**src/rtl/program_counter_if.sv**
```systemverilog
// Fetch-side bus of the program counter: command inputs, the fetch handshake and stack status.
// The return-stack signals exist in every build and are tied off when PC_RETURN_STACK_EN is undefined.
interface program_counter_if #(
   parameter int WIDTH = 16
);
   // Handshake: fetch_valid marks out as a live fetch address. A fetch is accepted on
   // any rising clock edge where fetch_valid and fetch_ready are both high. Only then are
   // load/inc/call/ret acted on. clear does not depend on the handshake.
   logic [WIDTH-1:0] in;
   logic             load;
   logic             inc;
   logic             clear;
   logic             fetch_ready;
   logic             call;
   logic             ret;
   logic             fetch_valid;
   logic [WIDTH-1:0] out;
   logic             stack_full;
   logic             stack_empty;
   logic             stack_err;

   modport master (
      input  in, load, inc, clear, fetch_ready, call, ret,
      output fetch_valid, out, stack_full, stack_empty, stack_err
   );

   modport slave (
      output in, load, inc, clear, fetch_ready, call, ret,
      input  fetch_valid, out, stack_full, stack_empty, stack_err
   );
endinterface

```
**src/rtl/program_counter.sv**
```systemverilog
// Fetch-stage program counter with clear/ret/call/load/inc priority, applied on accepted fetches.
// Define PC_RETURN_STACK_EN to build the circular return stack used by call and ret.
module program_counter #(
   parameter int               WIDTH        = 16,
   parameter logic [WIDTH-1:0] RESET_VECTOR = '0,
   parameter int               STACK_DEPTH  = 4
) (
   input  logic              clock,
   input  logic              reset_n,
   program_counter_if.master bus,
   output logic              o_dbg_state  // 0 = BOOT, 1 = ISSUE
);
   typedef enum logic {ST_BOOT = 1'b0, ST_ISSUE = 1'b1} state_e;

   state_e           r_state;
   state_e           w_state_next;
   logic [WIDTH-1:0] r_pc;
   logic [WIDTH-1:0] w_pc_next;
   logic             w_accept;

   always_comb begin
      w_state_next = r_state;
      if (r_state == ST_BOOT) w_state_next = ST_ISSUE;
   end

   always_ff @(posedge clock or negedge reset_n) begin
      if (!reset_n) r_state <= ST_BOOT;
      else          r_state <= w_state_next;
   end

   assign bus.fetch_valid = (r_state == ST_ISSUE);
   assign w_accept        = bus.fetch_valid & bus.fetch_ready;
   assign o_dbg_state     = r_state;

`ifdef PC_RETURN_STACK_EN
   localparam int PW = (STACK_DEPTH > 1) ? $clog2(STACK_DEPTH) : 1;
   localparam int CW = $clog2(STACK_DEPTH + 1);

   // r_wr is the next write slot; once full it points at the oldest entry,
   // so a push while full overwrites exactly the entry that must be dropped.
   logic [WIDTH-1:0] r_stack [STACK_DEPTH];
   logic [PW-1:0]    r_wr;
   logic [PW-1:0]    w_wr_inc;
   logic [PW-1:0]    w_wr_dec;
   logic [CW-1:0]    r_count;
   logic             r_err;
   logic             w_full;
   logic             w_empty;
   logic             w_push;
   logic             w_pop;
   logic             w_err;

   assign w_wr_inc = (r_wr == PW'(STACK_DEPTH - 1)) ? '0 : r_wr + 1'b1;
   assign w_wr_dec = (r_wr == '0) ? PW'(STACK_DEPTH - 1) : r_wr - 1'b1;
   assign w_full   = (r_count == CW'(STACK_DEPTH));
   assign w_empty  = (r_count == '0);
`endif

   always_comb begin
      w_pc_next = r_pc;
`ifdef PC_RETURN_STACK_EN
      w_push    = 1'b0;
      w_pop     = 1'b0;
      w_err     = 1'b0;
`endif
      if (bus.clear) begin
         w_pc_next = RESET_VECTOR;
      end else if (w_accept) begin
`ifdef PC_RETURN_STACK_EN
         if (bus.ret) begin
            if (w_empty) begin
               w_pc_next = r_pc + 1'b1;
               w_err     = 1'b1;
            end else begin
               w_pc_next = r_stack[w_wr_dec];
               w_pop     = 1'b1;
            end
         end else if (bus.call) begin
            w_pc_next = bus.in;
            w_push    = 1'b1;
            w_err     = w_full;
         end else
`endif
         if (bus.load) begin
            w_pc_next = bus.in;
         end else if (bus.inc) begin
            w_pc_next = r_pc + 1'b1;
         end
      end
   end

   always_ff @(posedge clock or negedge reset_n) begin
      if (!reset_n) r_pc <= RESET_VECTOR;
      else          r_pc <= w_pc_next;
   end

   assign bus.out = r_pc;

`ifdef PC_RETURN_STACK_EN
   always_ff @(posedge clock) begin
      if (w_push) r_stack[r_wr] <= r_pc + 1'b1;
   end

   always_ff @(posedge clock or negedge reset_n) begin
      if (!reset_n) begin
         r_wr    <= '0;
         r_count <= '0;
         r_err   <= 1'b0;
      end else begin
         r_err <= w_err;
         if (w_push) begin
            r_wr <= w_wr_inc;
            if (!w_full) r_count <= r_count + 1'b1;
         end else if (w_pop) begin
            r_wr    <= w_wr_dec;
            r_count <= r_count - 1'b1;
         end
      end
   end

   assign bus.stack_full  = w_full;
   assign bus.stack_empty = w_empty;
   assign bus.stack_err   = r_err;
`else
   logic w_unused;
   assign w_unused        = &{1'b0, bus.call, bus.ret, (STACK_DEPTH > 0)};
   assign bus.stack_full  = 1'b0;
   assign bus.stack_empty = 1'b1;
   assign bus.stack_err   = 1'b0;
`endif
endmodule

```
**src/flat_wrapper.sv**
```systemverilog
// flat-port wrapper written by rule: the top's interface ports become plain ports
module program_counter_flat 
#(
   parameter int               WIDTH        = 16,
   parameter logic [WIDTH-1:0] RESET_VECTOR = '0,
   parameter int               STACK_DEPTH  = 4
)
  (clock, reset_n, o_dbg_state, bus_in, bus_load, bus_inc, bus_clear, bus_fetch_ready, bus_call, bus_ret, bus_fetch_valid, bus_out, bus_stack_full, bus_stack_empty, bus_stack_err);
  program_counter_if #(.WIDTH(WIDTH)) bus_i ();
  input  logic clock;
  input  logic reset_n;
  output logic o_dbg_state;
  input wire logic [$bits(bus_i.in)-1:0] bus_in;
  input wire logic [$bits(bus_i.load)-1:0] bus_load;
  input wire logic [$bits(bus_i.inc)-1:0] bus_inc;
  input wire logic [$bits(bus_i.clear)-1:0] bus_clear;
  input wire logic [$bits(bus_i.fetch_ready)-1:0] bus_fetch_ready;
  input wire logic [$bits(bus_i.call)-1:0] bus_call;
  input wire logic [$bits(bus_i.ret)-1:0] bus_ret;
  output wire logic [$bits(bus_i.fetch_valid)-1:0] bus_fetch_valid;
  output wire logic [$bits(bus_i.out)-1:0] bus_out;
  output wire logic [$bits(bus_i.stack_full)-1:0] bus_stack_full;
  output wire logic [$bits(bus_i.stack_empty)-1:0] bus_stack_empty;
  output wire logic [$bits(bus_i.stack_err)-1:0] bus_stack_err;
  assign bus_i.in = bus_in;
  assign bus_i.load = bus_load;
  assign bus_i.inc = bus_inc;
  assign bus_i.clear = bus_clear;
  assign bus_i.fetch_ready = bus_fetch_ready;
  assign bus_i.call = bus_call;
  assign bus_i.ret = bus_ret;
  assign bus_fetch_valid = bus_i.fetch_valid;
  assign bus_out = bus_i.out;
  assign bus_stack_full = bus_i.stack_full;
  assign bus_stack_empty = bus_i.stack_empty;
  assign bus_stack_err = bus_i.stack_err;
  program_counter #(.WIDTH(WIDTH), .RESET_VECTOR(RESET_VECTOR), .STACK_DEPTH(STACK_DEPTH)) u_core (.clock(clock), .reset_n(reset_n), .bus(bus_i), .o_dbg_state(o_dbg_state));
endmodule
```
**config.mk**
```make
export PLATFORM = sky130hd
export DESIGN_NAME = program_counter_flat
export DESIGN_NICKNAME = d
export VERILOG_FILES = /design/src/rtl/program_counter_if.sv /design/src/rtl/program_counter.sv /design/src/flat_wrapper.sv
export SDC_FILE = /design/constraint.sdc
export NUM_CORES = 1
export LEC_CHECK = 0
export ABC_AREA = 1
export CORE_MARGIN = 4
export CORE_UTILIZATION = 44
export DETAILED_ROUTE_END_ITERATION = 10
export PLACE_DENSITY_LB_ADDON = 0.15
export SYNTH_ARGS = -nofsm -noshare
export SYNTH_HDL_FRONTEND = slang
export SYNTH_SLANG_ARGS = --single-unit
export TNS_END_PERCENT = 5
```
**constraint.sdc**
```tcl
create_clock -name clock -period 2.1 [get_ports clock]
set_clock_uncertainty 0.2 [all_clocks]
set_input_delay 0.525 -clock clock [delete_from_list [all_inputs] [get_ports clock]]
set_output_delay 0.525 -clock clock [all_outputs]
set_load 0.005 [all_outputs]
```
=== Yosys cells after proc, flatten, opt, wreduce, memory -nomap -nowiden ===
Index checks and enable logic that the tools add are counted.

* Logic and storage cells: 11
* Flip-flop bits (word level): 17
* Output and inout bits: 21

* Add/sub/neg operators: 1
* Mux-type cells: 4
* Bitwise logic cells: 1
* Reduce and logical (&&, ||, !) cells: 3

{| class="wikitable"
|+ Operators by type and width
! kind !! count
|-
| 16-bit 2-to-1 mux || 4
|-
| 16-bit by 1-bit adder with 16-bit output (second input constant) || 1
|-
| 3-bit nonzero test || 1
|-
| 2-bit AND reduction || 1
|-
| 2-bit nonzero test || 1
|-
| 1-bit bitwise AND || 1
|}

=== Logic depth before layout (Yosys ltp) ===
* Depth after elaboration: 5
* Depth in mapped cells: 9
* Mapped depth without buffers: 9

=== Least setup slack after synthesis ===
No wires, ideal clock.

* Path kind: reg2reg
* Start: register u_core.r_pc[0], in the netlist u_core.bus.out[0]
* End: register u_core.r_pc[8], in the netlist u_core.bus.out[8]
* Slack: 0.592 ns
* Required time: 1.784 ns
* Setup time: 0.116 ns
* Period minus slack after synthesis: 1.508 ns
* Cell stages (with the launch flop): 9
* Buffers on the path: 0
* Arrival: 1.192 ns
* Path through: dfrtp_1 ha_1 nand3_2 inv_2 nand2_1 xor2_1 nand2_1 nand2_1 nand2_1

* Word-level cells in the longest chain between the ends: 5

{| class="wikitable"
|+ Ends and longest elaborated chain
! what !! RTL line !! RTL
|-
| start, declared || program_counter.sv:17 || <nowiki>logic [WIDTH-1:0] r_pc;</nowiki>
|-
| start signal, assigned || program_counter.sv:94 || <nowiki>else r_pc <= w_pc_next;</nowiki>
|-
| 16-bit by 1-bit adder with 16-bit output || program_counter.sv:87 || <nowiki>w_pc_next = r_pc + 1'b1;</nowiki>
|-
| 16-bit 2-to-1 mux || program_counter.sv:86 || <nowiki>end else if (bus.inc) begin</nowiki>
|-
| 16-bit 2-to-1 mux || program_counter.sv:84 || <nowiki>if (bus.load) begin</nowiki>
|-
| 16-bit 2-to-1 mux || program_counter.sv:68 || <nowiki>end else if (w_accept) begin</nowiki>
|-
| 16-bit 2-to-1 mux || program_counter.sv:66 || <nowiki>if (bus.clear) begin</nowiki>
|}

Every way passes these cells. The select of a mux whose other input is x is not followed.
A chain may end at the register's enable or synchronous reset.

=== Worst setup path in the final report ===
* Start: register u_core.r_pc[8], in the netlist u_core.bus.out[8]
* End: output bus_out[8]

{| class="wikitable"
|+ RTL lines
! what !! RTL line !! RTL
|-
| end, declared || flat_wrapper.sv:21 || <nowiki>output wire logic [$bits(bus_i.out)-1:0] bus_out;</nowiki>
|}

No word-level cell between the ends.

==> flow_summary.yaml <==
floorplan:
  start_util_pct: 48.2
  fp.dieW_um: 61.0
  io_pins: 45
  core_um2: 2570
  num_rows: 18
  die_y_um: 61.0
  die_area_um2: 3720
sta:
  fin_worst_hold_slack_ps: 345
  hold_viol_final: 0
  setup_viol_count_final: 0
  max_freq_ghz: 0.489
  grt_setup_unrepaired: "no"
  layout_min_cycle_time_ps: 2040
  timing.final.crit_share_pct: 97.3
  fin_setup_tns_ps: 0
  drv_slew: 0
setup_path:
  r2r-end: "u_core.bus.out[8]"
  cp_slowest_stage_delay_ps: 550
  worst_setup_path_end_kind: "output port"
  r2r-start: "u_core.bus.out[0]"
  worst-setup-path-type: "flop to output port"
  crit_fanout: 6
  critPathSlowestCell: "clkdlybuf4s50_1"
  crit_chain: "clkdlybuf4s50_1"
  reg2regPathDepth: 8
  crit_family: "buffers and inverters"
  crit_cells: 1
  crit_arrival_ps: 1320
  critPathBufInv: 1
  cp.required_ps: 1370
  setup.worst_path.start_class: "flop"
  r2r_slack_ps: 460
routing:
  drt.antenna.violating_nets: 0
  finalWirelength_mm: 3.16
  drt_pass1_iterations: 6
  drtIter0Drc: 66
  vias: 1295
  drcViolationCount: 0
  avgRoutedWirePerCell_um: 12.1
  routed_via_density: 4.98
hold_path:
  hold_class: "input port to asynchronous set/reset pin"
place:
  dpl_cell_area_um2: 1640
  dp_hpwl_mm: 2.36
  port_buffers: 39
  place_congestion: 0.769
synth:
  postSynthCellCount: 190
  yosysTopAreaCellShare_pct: 34.4
  avgSynthCellArea_um2: 6.51
  synth-seq-area-share_pct: 34.4
  yosysWarnings: 0
  synth-seq-cells: 17
  netlist_area_um2: 1240
  synth_area_leader_cell: "dfrtp_1"
  synth.area.top_cells: "dfrtp_1 34%, nand2_1 18%, nor2_1 10%, nand3_1 4.9%, inv_1 4.9%"
  synthDistinctLibCells: 26
clocking:
  clock-root-buffer: "clkbuf_4"
  clock-sinks: 17
  holdBufCountCts: 0
  cts_buffers: 3
  clk_latency_ps: 300
  clock_path_buffers: 2
  clkTransAtPathRegs_ps: 110
  htree_levels: 1
  cts_tree: "yes"
layout:
  layout_common_cells: "60 x nand2_1, 39 x clkdlybuf4s50_1, 34 x nor2_1"
  layout-drive-gt1-share_pct: 8.26
  num-nets-final: 256
  antennaDiodeCount: 0
  final_common_cell: "nand2_1"
  area_growth_pct: 34.6
  final_area_um2: 1670
grt:
  track_usage_pct: 18.7
  antenna_found_initial: 0
  grt.overflow.total: 0
  grt_max_degree: 28
  first_global_vias: 1207
  grt_pass1_wl_mm: 5.26
power_and_ir_drop:
  powerDensity_nw_per_um2: 424
  leakage_nw: 0.776
  vdd_ir_drop_max_mv: 0.334
run_status:
  status: "finished, final reports clean"
flow_run:
  maxCapViolations: 0
## flip-flops by register name (all words and copies together), names as in the netlist
signal                  flops
u_core.bus.fetch_valid      1
u_core.bus.out             16
## how the worst max path moves through the flow
stage / startpoint / to / slack, ps
2_1_floorplan: u_core.bus.out[0] / u_core.bus.out[8] / 590
3_3_place_gp: bus_load / u_core.bus.out[2] / 120
3_5_place_dp: bus_load / u_core.bus.out[13] / 60
4_1_cts: u_core.bus.out[2] / bus_out[2] / 30
5_1_grt: u_core.bus.out[3] / bus_out[3] / 10
6_report: u_core.bus.out[8] / bus_out[8] / 60
## layer usage
metal  share of wire, %  track usage (%)  routed length, um
met5                  0                0                  0
met4                1.1             5.57                 35
met3                5.9             3.14                186
met2                 48             32.3               1530
met1                 44             23.8               1410
## cells in the mapped netlist, drive strengths merged
cell type / count
nor2: 39
buf: 6
dfrtp: 17
conb: 2
clkbuf: 1
a21oi: 1
xor2: 5
o22ai: 3
nand2: 61
o211ai: 1
inv: 21
nand3b: 1
nand4: 3
nand3: 14
o21ai: 14
ha: 1
## metrics by stage
stage	worst slack (ps)	instances	utilization (%)	power (W)
after floorplan	592	192	-	0.000432
after detailed placement	64.5	256	63.8	0.000520
final	55.8	260	64.9	0.000705
after CTS	25.9	260	64.8	0.000704
after global placement	117	256	63.8	0.000517
after global routing	10.5	260	64.9	0.000737
## logic make-up after synthesis
kind of cell / after synthesis / synth area share (%)
other: 2 / 0.607
XOR/XNOR: 5 / 3.54
AND/OR/NAND/NOR: 118 / 41.7
AO/OA/AOI/OAI: 19 / 8.19
adder cells (fa/ha/maj): 1 / 1.01
flip-flops: 17 / 34.4
buffers and inverters: 28 / 10.6
## cell type report
| type | count | area [um2] |
|---|---|---|
| fill | 249 | 902 |
| multi-input combinational | 147 | 688 |
| sequential | 17 | 427 |
| timing repair buffer | 41 | 405 |
| inverter | 21 | 81.3 |
| tap | 30 | 37.5 |
| clock buffer | 4 | 26.3 |
## power by group
group          total, W  switching, W  internal (W)
combinational  0.000152     0.0000673     0.0000845
clock          0.000192      0.000118     0.0000740
sequential     0.000361     0.0000201      0.000341
total          0.000705      0.000206      0.000500
## timing repair
| item | CTS | global route |
|---|---|---|
| setup buffers | 0 | 0 |
| resized for setup | 0 | 1 |
| endpoints found under the setup margin | 0 | 1 |
## worst register-to-register path: cells and delay by family (launching register included)
kind / cells / cell delay (ps)
xor+xnor: 1 / 160
fa+ha+maj: 1 / 260
buf+inv: 1 / 60
flops: 1 / 450
simple gates: 5 / 410
Power figures use the tool's default switching activity.
